**src/rtl/arm_fetch_pkg.sv**
```systemverilog
// Shared types and constants for the ARM instruction-fetch stage.
//
// Contents:
//   fetch_entry_t     - one prefetch-queue slot: instruction word plus its address
//   RESET_PC_DEFAULT  - default fetch address after reset
//   PC_INC            - sequential fetch stride (one 32-bit word)
//   R15_OFFSET        - distance from an instruction's address to its R15 read value
//   wordAlign()       - forces an address onto a word boundary
package arm_fetch_pkg;

  typedef struct packed {
    logic [31:0] instr;
    logic [31:0] pc;
  } fetch_entry_t;

  localparam logic [31:0] RESET_PC_DEFAULT = 32'h0000_0000;
  localparam logic [31:0] PC_INC           = 32'd4;
  localparam logic [31:0] R15_OFFSET       = 32'd8;

  // Branch targets come straight from the ALU, so the low two bits are
  // meaningless for an instruction fetch and are simply cleared.
  function automatic logic [31:0] wordAlign(input logic [31:0] addr);
    return {addr[31:2], 2'b00};
  endfunction

endpackage

```
**src/rtl/arm_fetch_fifo.sv**
```systemverilog
// Prefetch queue for the fetch stage: a DEPTH-entry circular buffer of
// fetch_entry_t. A flush empties the queue and resets both pointers, and it
// overrides any push or pop in the same cycle.
//
// Ports:
//   clk, reset    - clock and synchronous active-high reset
//   push_i        - write push_data_i at the tail (ignored when full unless popping)
//   push_data_i   - entry to enqueue
//   pop_i         - drop the head entry (ignored when empty)
//   flush_i       - discard all entries
//   head_o        - current head entry (only meaningful when !empty_o)
//   full_o        - count_o == DEPTH
//   empty_o       - count_o == 0
//   count_o       - number of valid entries, 0..DEPTH
module arm_fetch_fifo
  import arm_fetch_pkg::*;
#(
  parameter int unsigned DEPTH = 2
) (
  input  logic                         clk,
  input  logic                         reset,
  input  logic                         push_i,
  input  fetch_entry_t                 push_data_i,
  input  logic                         pop_i,
  input  logic                         flush_i,
  output fetch_entry_t                 head_o,
  output logic                         full_o,
  output logic                         empty_o,
  output logic [$clog2(DEPTH+1)-1:0]   count_o
);

  localparam int PTR_W = $clog2(DEPTH);
  localparam int CNT_W = $clog2(DEPTH + 1);

  fetch_entry_t     mem_q [DEPTH];
  logic [PTR_W-1:0] rdPtr_q, rdPtr_d;
  logic [PTR_W-1:0] wrPtr_q, wrPtr_d;
  logic [CNT_W-1:0] count_q, count_d;
  logic             doPush, doPop;

  assign full_o  = (count_q == CNT_W'(DEPTH));
  assign empty_o = (count_q == '0);
  assign count_o = count_q;
  assign head_o  = mem_q[rdPtr_q];

  // A push into a full queue is only legal when the head leaves in the same
  // cycle; a pop from an empty queue has nothing to remove.
  assign doPop  = pop_i && !empty_o;
  assign doPush = push_i && (!full_o || doPop);

  // Pointers wrap naturally because DEPTH is a power of two. Simultaneous
  // push and pop leave the count unchanged.
  always_comb begin
    rdPtr_d = rdPtr_q;
    wrPtr_d = wrPtr_q;
    count_d = count_q;
    if (flush_i) begin
      rdPtr_d = '0;
      wrPtr_d = '0;
      count_d = '0;
    end else begin
      if (doPush) wrPtr_d = wrPtr_q + 1'b1;
      if (doPop)  rdPtr_d = rdPtr_q + 1'b1;
      case ({doPush, doPop})
        2'b10:   count_d = count_q + 1'b1;
        2'b01:   count_d = count_q - 1'b1;
        default: count_d = count_q;
      endcase
    end
  end

  always_ff @(posedge clk) begin
    if (reset) begin
      rdPtr_q <= '0;
      wrPtr_q <= '0;
      count_q <= '0;
    end else begin
      rdPtr_q <= rdPtr_d;
      wrPtr_q <= wrPtr_d;
      count_q <= count_d;
    end
  end

  // Storage is never read while empty, so it needs no reset.
  always_ff @(posedge clk) begin
    if (doPush && !flush_i) begin
      mem_q[wrPtr_q] <= push_data_i;
    end
  end

  overflowCheck: assert property (@(posedge clk) disable iff (reset)
    push_i |-> (!full_o || pop_i || flush_i));

endmodule

```
**src/rtl/arm_fetch_unit.sv**
```systemverilog
// Instruction-fetch stage of the ARM core. Owns the fetch PC, issues one
// word read at a time to instruction memory, buffers returned words in a
// prefetch queue and hands them to decode over a valid/ready handshake.
// A redirect (PCSrc) flushes the queue and squashes any in-flight response.
//
// Ports:
//   clk, reset       - clock and synchronous active-high reset
//   imem_req         - one-cycle request pulse, address accepted that cycle
//   imem_addr        - word-aligned request address (the fetch PC)
//   imem_rvalid      - response valid for the single outstanding request
//   imem_rdata       - response instruction word
//   redirect         - taken branch or write to R15
//   redirect_target  - new PC; low two bits ignored
//   instr_valid      - queue head holds an instruction
//   instr_ready      - decode accepts the head this cycle
//   Instr            - head instruction word
//   instr_pc         - address of the head instruction
//   pc_plus8         - instr_pc + 8, the R15 read value
module arm_fetch_unit
  import arm_fetch_pkg::*;
#(
  parameter int unsigned DEPTH    = 2,
  parameter logic [31:0] RESET_PC = RESET_PC_DEFAULT
) (
  input  logic        clk,
  input  logic        reset,
  output logic        imem_req,
  output logic [31:0] imem_addr,
  input  logic        imem_rvalid,
  input  logic [31:0] imem_rdata,
  input  logic        redirect,
  input  logic [31:0] redirect_target,
  output logic        instr_valid,
  input  logic        instr_ready,
  output logic [31:0] Instr,
  output logic [31:0] instr_pc,
  output logic [31:0] pc_plus8
);

  localparam int CNT_W = $clog2(DEPTH + 1);

  logic [31:0]      fetchPc_q, fetchPc_d;
  logic [31:0]      reqPc_q, reqPc_d;
  logic             outstanding_q, outstanding_d;
  logic             drop_q, drop_d;

  fetch_entry_t     pushEntry, headEntry;
  logic             fifoFull, fifoEmpty;
  logic [CNT_W-1:0] fifoCount;
  logic             issue, rspTaken, rspKeep, pushEn, popEn;

  // A request only goes out when nothing is in flight and the queue still
  // has room for its response, so the queue can never overflow.
  assign issue = !reset && !redirect && !outstanding_q
                 && (fifoCount < CNT_W'(DEPTH));

  // Responses without an outstanding request are ignored. A response is
  // kept only if it was not squashed by an earlier or simultaneous redirect.
  assign rspTaken = imem_rvalid && outstanding_q;
  assign rspKeep  = rspTaken && !drop_q && !redirect;
  assign popEn    = !fifoEmpty && instr_ready && !redirect;
  assign pushEn   = rspKeep && (!fifoFull || popEn);

  assign pushEntry.instr = imem_rdata;
  assign pushEntry.pc    = reqPc_q;

  arm_fetch_fifo #(
    .DEPTH(DEPTH)
  ) uFifo (
    .clk        (clk),
    .reset      (reset),
    .push_i     (pushEn),
    .push_data_i(pushEntry),
    .pop_i      (popEn),
    .flush_i    (redirect),
    .head_o     (headEntry),
    .full_o     (fifoFull),
    .empty_o    (fifoEmpty),
    .count_o    (fifoCount)
  );

  assign imem_req    = issue;
  assign imem_addr   = fetchPc_q;
  assign instr_valid = !fifoEmpty;
  assign Instr       = fifoEmpty ? '0 : headEntry.instr;
  assign instr_pc    = fetchPc_head();
  assign pc_plus8    = instr_pc + R15_OFFSET;

  function automatic logic [31:0] fetchPc_head();
    return fifoEmpty ? '0 : headEntry.pc;
  endfunction

  // Redirect outranks issue. If a request is still in flight when the
  // redirect arrives, its response must be thrown away later (drop); if it
  // returns in the redirect cycle itself it is discarded right away. A
  // repeated redirect while drop is set keeps drop set, because the
  // squashed response has still not come back.
  always_comb begin
    fetchPc_d     = fetchPc_q;
    reqPc_d       = reqPc_q;
    outstanding_d = outstanding_q;
    drop_d        = drop_q;
    if (rspTaken) begin
      outstanding_d = 1'b0;
      drop_d        = 1'b0;
    end
    if (redirect) begin
      fetchPc_d = wordAlign(redirect_target);
      drop_d    = outstanding_q && !imem_rvalid;
    end else if (issue) begin
      reqPc_d       = fetchPc_q;
      fetchPc_d     = fetchPc_q + PC_INC;
      outstanding_d = 1'b1;
    end
  end

  always_ff @(posedge clk) begin
    if (reset) begin
      fetchPc_q     <= RESET_PC;
      reqPc_q       <= '0;
      outstanding_q <= 1'b0;
      drop_q        <= 1'b0;
    end else begin
      fetchPc_q     <= fetchPc_d;
      reqPc_q       <= reqPc_d;
      outstanding_q <= outstanding_d;
      drop_q        <= drop_d;
    end
  end

  spuriousResponse: assert property (@(posedge clk) disable iff (reset)
    imem_rvalid |-> outstanding_q);

endmodule
```
**config.mk**
```make
export PLATFORM = sky130hd
export DESIGN_NAME = arm_fetch_unit
export DESIGN_NICKNAME = d
export VERILOG_FILES = /design/src/rtl/arm_fetch_pkg.sv /design/src/rtl/arm_fetch_fifo.sv /design/src/rtl/arm_fetch_unit.sv
export SDC_FILE = /design/constraint.sdc
export NUM_CORES = 1
export LEC_CHECK = 0
export CORE_AREA = 8 8 143 145
export CTS_BUF_LIST = sky130_fd_sc_hd__clkbuf_4 sky130_fd_sc_hd__clkbuf_8
export DETAILED_ROUTE_END_ITERATION = 8
export DIE_AREA = 0 0 151 153
export PLACE_DENSITY = 0.78
export SLEW_MARGIN = 20
export SYNTH_ARGS = -nofsm -noshare
export SYNTH_HDL_FRONTEND = slang
export SYNTH_SLANG_ARGS = --single-unit
```
**constraint.sdc**
```tcl
create_clock -name clk -period 4 [get_ports clk]
set_input_delay 0.6 -clock clk [delete_from_list [all_inputs] [get_ports clk]]
set_output_delay 0.6 -clock clk [all_outputs]
set_load 0.01 [all_outputs]
```
==> summary.txt <==
Logic synthesis
  • Area share of the largest cell type after synthesis: 44.36%
  • Post-synthesis register bit count: 191
  • Post-synth EDFFs: 124
  • Top-count cell post-synth: edfxtp_1
  • Syn Inst Count: 758
  • Distinct cells, synth: 50
  • Synthesized area per cell: 11.07 µm²
  • Most used DFF post-synth: edfxtp_1
  • Yosys top cell by area: edfxtp_1
  • Most common library cells after synthesis: edfxtp_1 (124), nand2_1 (101), nor2_1 (90), dfxtp_1 (67), mux2i_1 (61)
  • Synth warn: 0
  • Post-synthesis sequential area ratio: 60.34%
  • Top area cells in the synthesized netlist: edfxtp_1 (44%), dfxtp_1 (16%), mux2i_1 (7.3%), nand2_1 (4.5%), nor2_1 (4.0%)
  • Post-Syn Area: 8394 µm²
  • Synth async-reset ratio: 0%

Power
  • Worst vdd ir: 0.2257 mV
  • Sw frac: 22.93%
  • Tot Pwr: 0.003780 W
  • Leakage: 3.586 nW
  • Internal power: 0.002913 W
  • Cell Pwr Density: 343.5 nW/µm²
  • Reg power frac: 57.6%
  • Psw: 0.0008668 W
  • Clk pwr share: 35.1%
  • Combinational share of power: 7.3%

STA
  • Minimum clock period after layout: 3.799 ns
  • Max-slew headroom: 40.86%
  • Fin. Hold Viols: 0
  • Hold_ws: 0.4598 ns
  • Slew Viols, Final: 0
  • Measured slew at the worst slew-check pin: 0.8798 ns
  • Period utilization: 94.97%
  • Final setup violation count: 0
  • Setup TNS: 0 ns
  • F_max: 263.2 MHz
  • Clock skew: 0.01045 ns

Clock network
  • CTS sink cnt: 191
  • CTS root buf: clkbuf_8
  • CTS tree: done
  • Total CTS buffers: 17
  • H-tree levels: 4
  • Clk Latency, worst-skew pair: 0.47 ns
  • Clock Path Buffers: 2
  • Worst-path clk slew: 0.09 ns

Worst setup path
  • WS Path Type: reg -> out
  • Worst-path fanout max: 18
  • Worst Path Arrival: 3.20 ns
  • Critical Path RT: 3.40 ns
  • Worst Setup End Kind: primary output
  • Startpoint Class: register

Min path
  • Class of the worst hold path: reg -> reg

Floorplan
  • Die Y: 153 µm
  • Core Area: 18270 µm²
  • FP Rows: 50
  • Die area: 23100 µm²
  • Starting Density: 45.95%
  • Die W: 151 µm
  • Num ports: 199

Run
  • Max-cap violations: 0

Layout
  • Area grow syn2layout: 31.08%
  • Post-route insts no fill: 1188
  • N_diodes: 0
  • Final #Nets: 1013
  • Share of layout cells above drive strength 1: 7.023%
  • Fillers: 1526

Placed design
  • Dpl cells: 1154
  • Port Buffer Count: 190
  • HPWL Detailed: 15.36 mm
  • Placer Congestion: 0.8353

Route
  • DR DRC count: 0
  • Vias: 6305
  • Post-route ant nets: 0
  • Via density per instance: 5.307
  • Routed WL: 21.11 mm
  • First-pass DRT Iterations: 6
  • Iter 0 DRT Violations: 471
  • Routed wire per std cell: 17.77 µm

GRT
  • Vias in the first global route: 6125
  • GRT overflow: 0
  • First-pass GRT wire length: 32.89 mm
  • Initial antenna violation count: 0
  • Largest net degree at the start of global routing: 69
  • Gr usage total: 17.99%

Outcome
  • Outcome: complete, no violations
power by group through the flow:
stage / sequential [W] / combinational [W] / clock, W
finish: 0.00218 / 0.000275 / 0.00133
global route: 0.00219 / 0.000301 / 0.00143
CTS: 0.00218 / 0.000277 / 0.00136
detailed placement: 0.00222 / 0.000275 / 0
global placement: 0.00222 / 0.000272 / 0
floorplan: 0.00222 / 0.000117 / 0
through the flow:
| stage | cell area, µm² | setup WS (ns) | utilization (%) |
|---|---|---|---|
| after global routing | 11000 | -0.02005 | 60.23 |
| after global placement | 10520 | 0.5386 | 57.60 |
| after detailed placement | 10520 | 0.4754 | 57.60 |
| after CTS | 10960 | 0.05281 | 59.99 |
| final | 11000 | 0.2011 | 60.23 |
| after floorplan | 8416 | 0.6637 | - |
kinds of logic after synthesis:
| logic type | after synthesis | share of synthesized area [%] |
|---|---|---|
| mux | 63 | 7.542 |
| xor+xnor | 51 | 5.321 |
| simple gates | 298 | 16.52 |
| flops | 191 | 60.34 |
| other cells | 1 | 0.04467 |
| buf+inv | 60 | 3.294 |
| compound gates | 91 | 6.499 |
| fa+ha+maj | 3 | 0.4472 |
path summary, 6_finish.rpt:
kind                             startpoint  depth (start not counted)  slack, ns                      endpoint
setup reg to reg  imem_addr[9]$_SDFFE_PP0P_                          5       1.60    imem_addr[27]$_SDFFE_PP0P_
setup / recovery                   register                          7       0.20                  pc_plus8[28]
hold reg to reg    reqPc_q[30]$_SDFFE_PP0P_                          0       0.46  uFifo.mem_q[0][30]$_DFFE_PP_
hold / removal     reqPc_q[30]$_SDFFE_PP0P_                          0       0.46  uFifo.mem_q[0][30]$_DFFE_PP_
flip-flops by register name (all words and copies together), names as in the netlist, named ones only:
| name | count |
|---|---|
| uFifo.wrPtr_q | 1 |
| drop_q | 1 |
| reqPc_q | 30 |
| uFifo.mem_q | 124 |
| imem_addr | 30 |
| uFifo.count_o | 2 |
| outstanding_q | 1 |
| uFifo.rdPtr_q | 1 |
critical path: stages (launching register included):
cell and delay (ns):
dfxtp_4 0.44, buf_6 0.20, nand3b_1 0.18, a22oi_1 0.47
nand3_1 0.36, nor4b_2 0.36, xor2_1 0.18, clkdlybuf4s50_1 0.56
metal layers:
metal	up-vias	share of wire, %	track usage, %
met5	-	0	0
met4	0	1.5	5.469
met3	25	11	5.580
met2	266	43	26.54
met1	2937	45	24.74
li1	3077	-	-
timing repair:
item | CTS | global route
endpoints found under the setup margin | 2 | 8
hold buffers | 0 | 0
buffers inserted | 1 | 1
gates cloned | 0 | 0
gates resized for setup | 1 | 7
pin swaps | 0 | 1
placed cells by master (no fill, tap or decap), types with 17 or more instances in the layout:
cell type,n
a21oi_1,52
clkbuf_8,17
clkdlybuf4s50_1,189
dfxtp_1,64
edfxtp_1,124
mux2i_1,61
nand2_1,101
nand3_1,28
nand4_1,18
nor2_1,88
nor3_1,17
xnor2_1,22
xor2_1,29
final cells by class:
| type | count | area (µm²) | area share, % |
|---|---|---|---|
| Multi-Input combinational cell | 512 | 3124 | 28.39 |
| Inverter | 14 | 52.55 | 0.4776 |
| Sequential cell | 191 | 5071 | 46.09 |
| Clock buffer | 18 | 241.5 | 2.195 |
| Tap cell | 234 | 292.8 | 2.661 |
| Timing Repair Buffer | 205 | 2038 | 18.52 |
| Clock inverter | 14 | 182.7 | 1.660 |
Note: power is estimated with default switching activity, not from simulation.
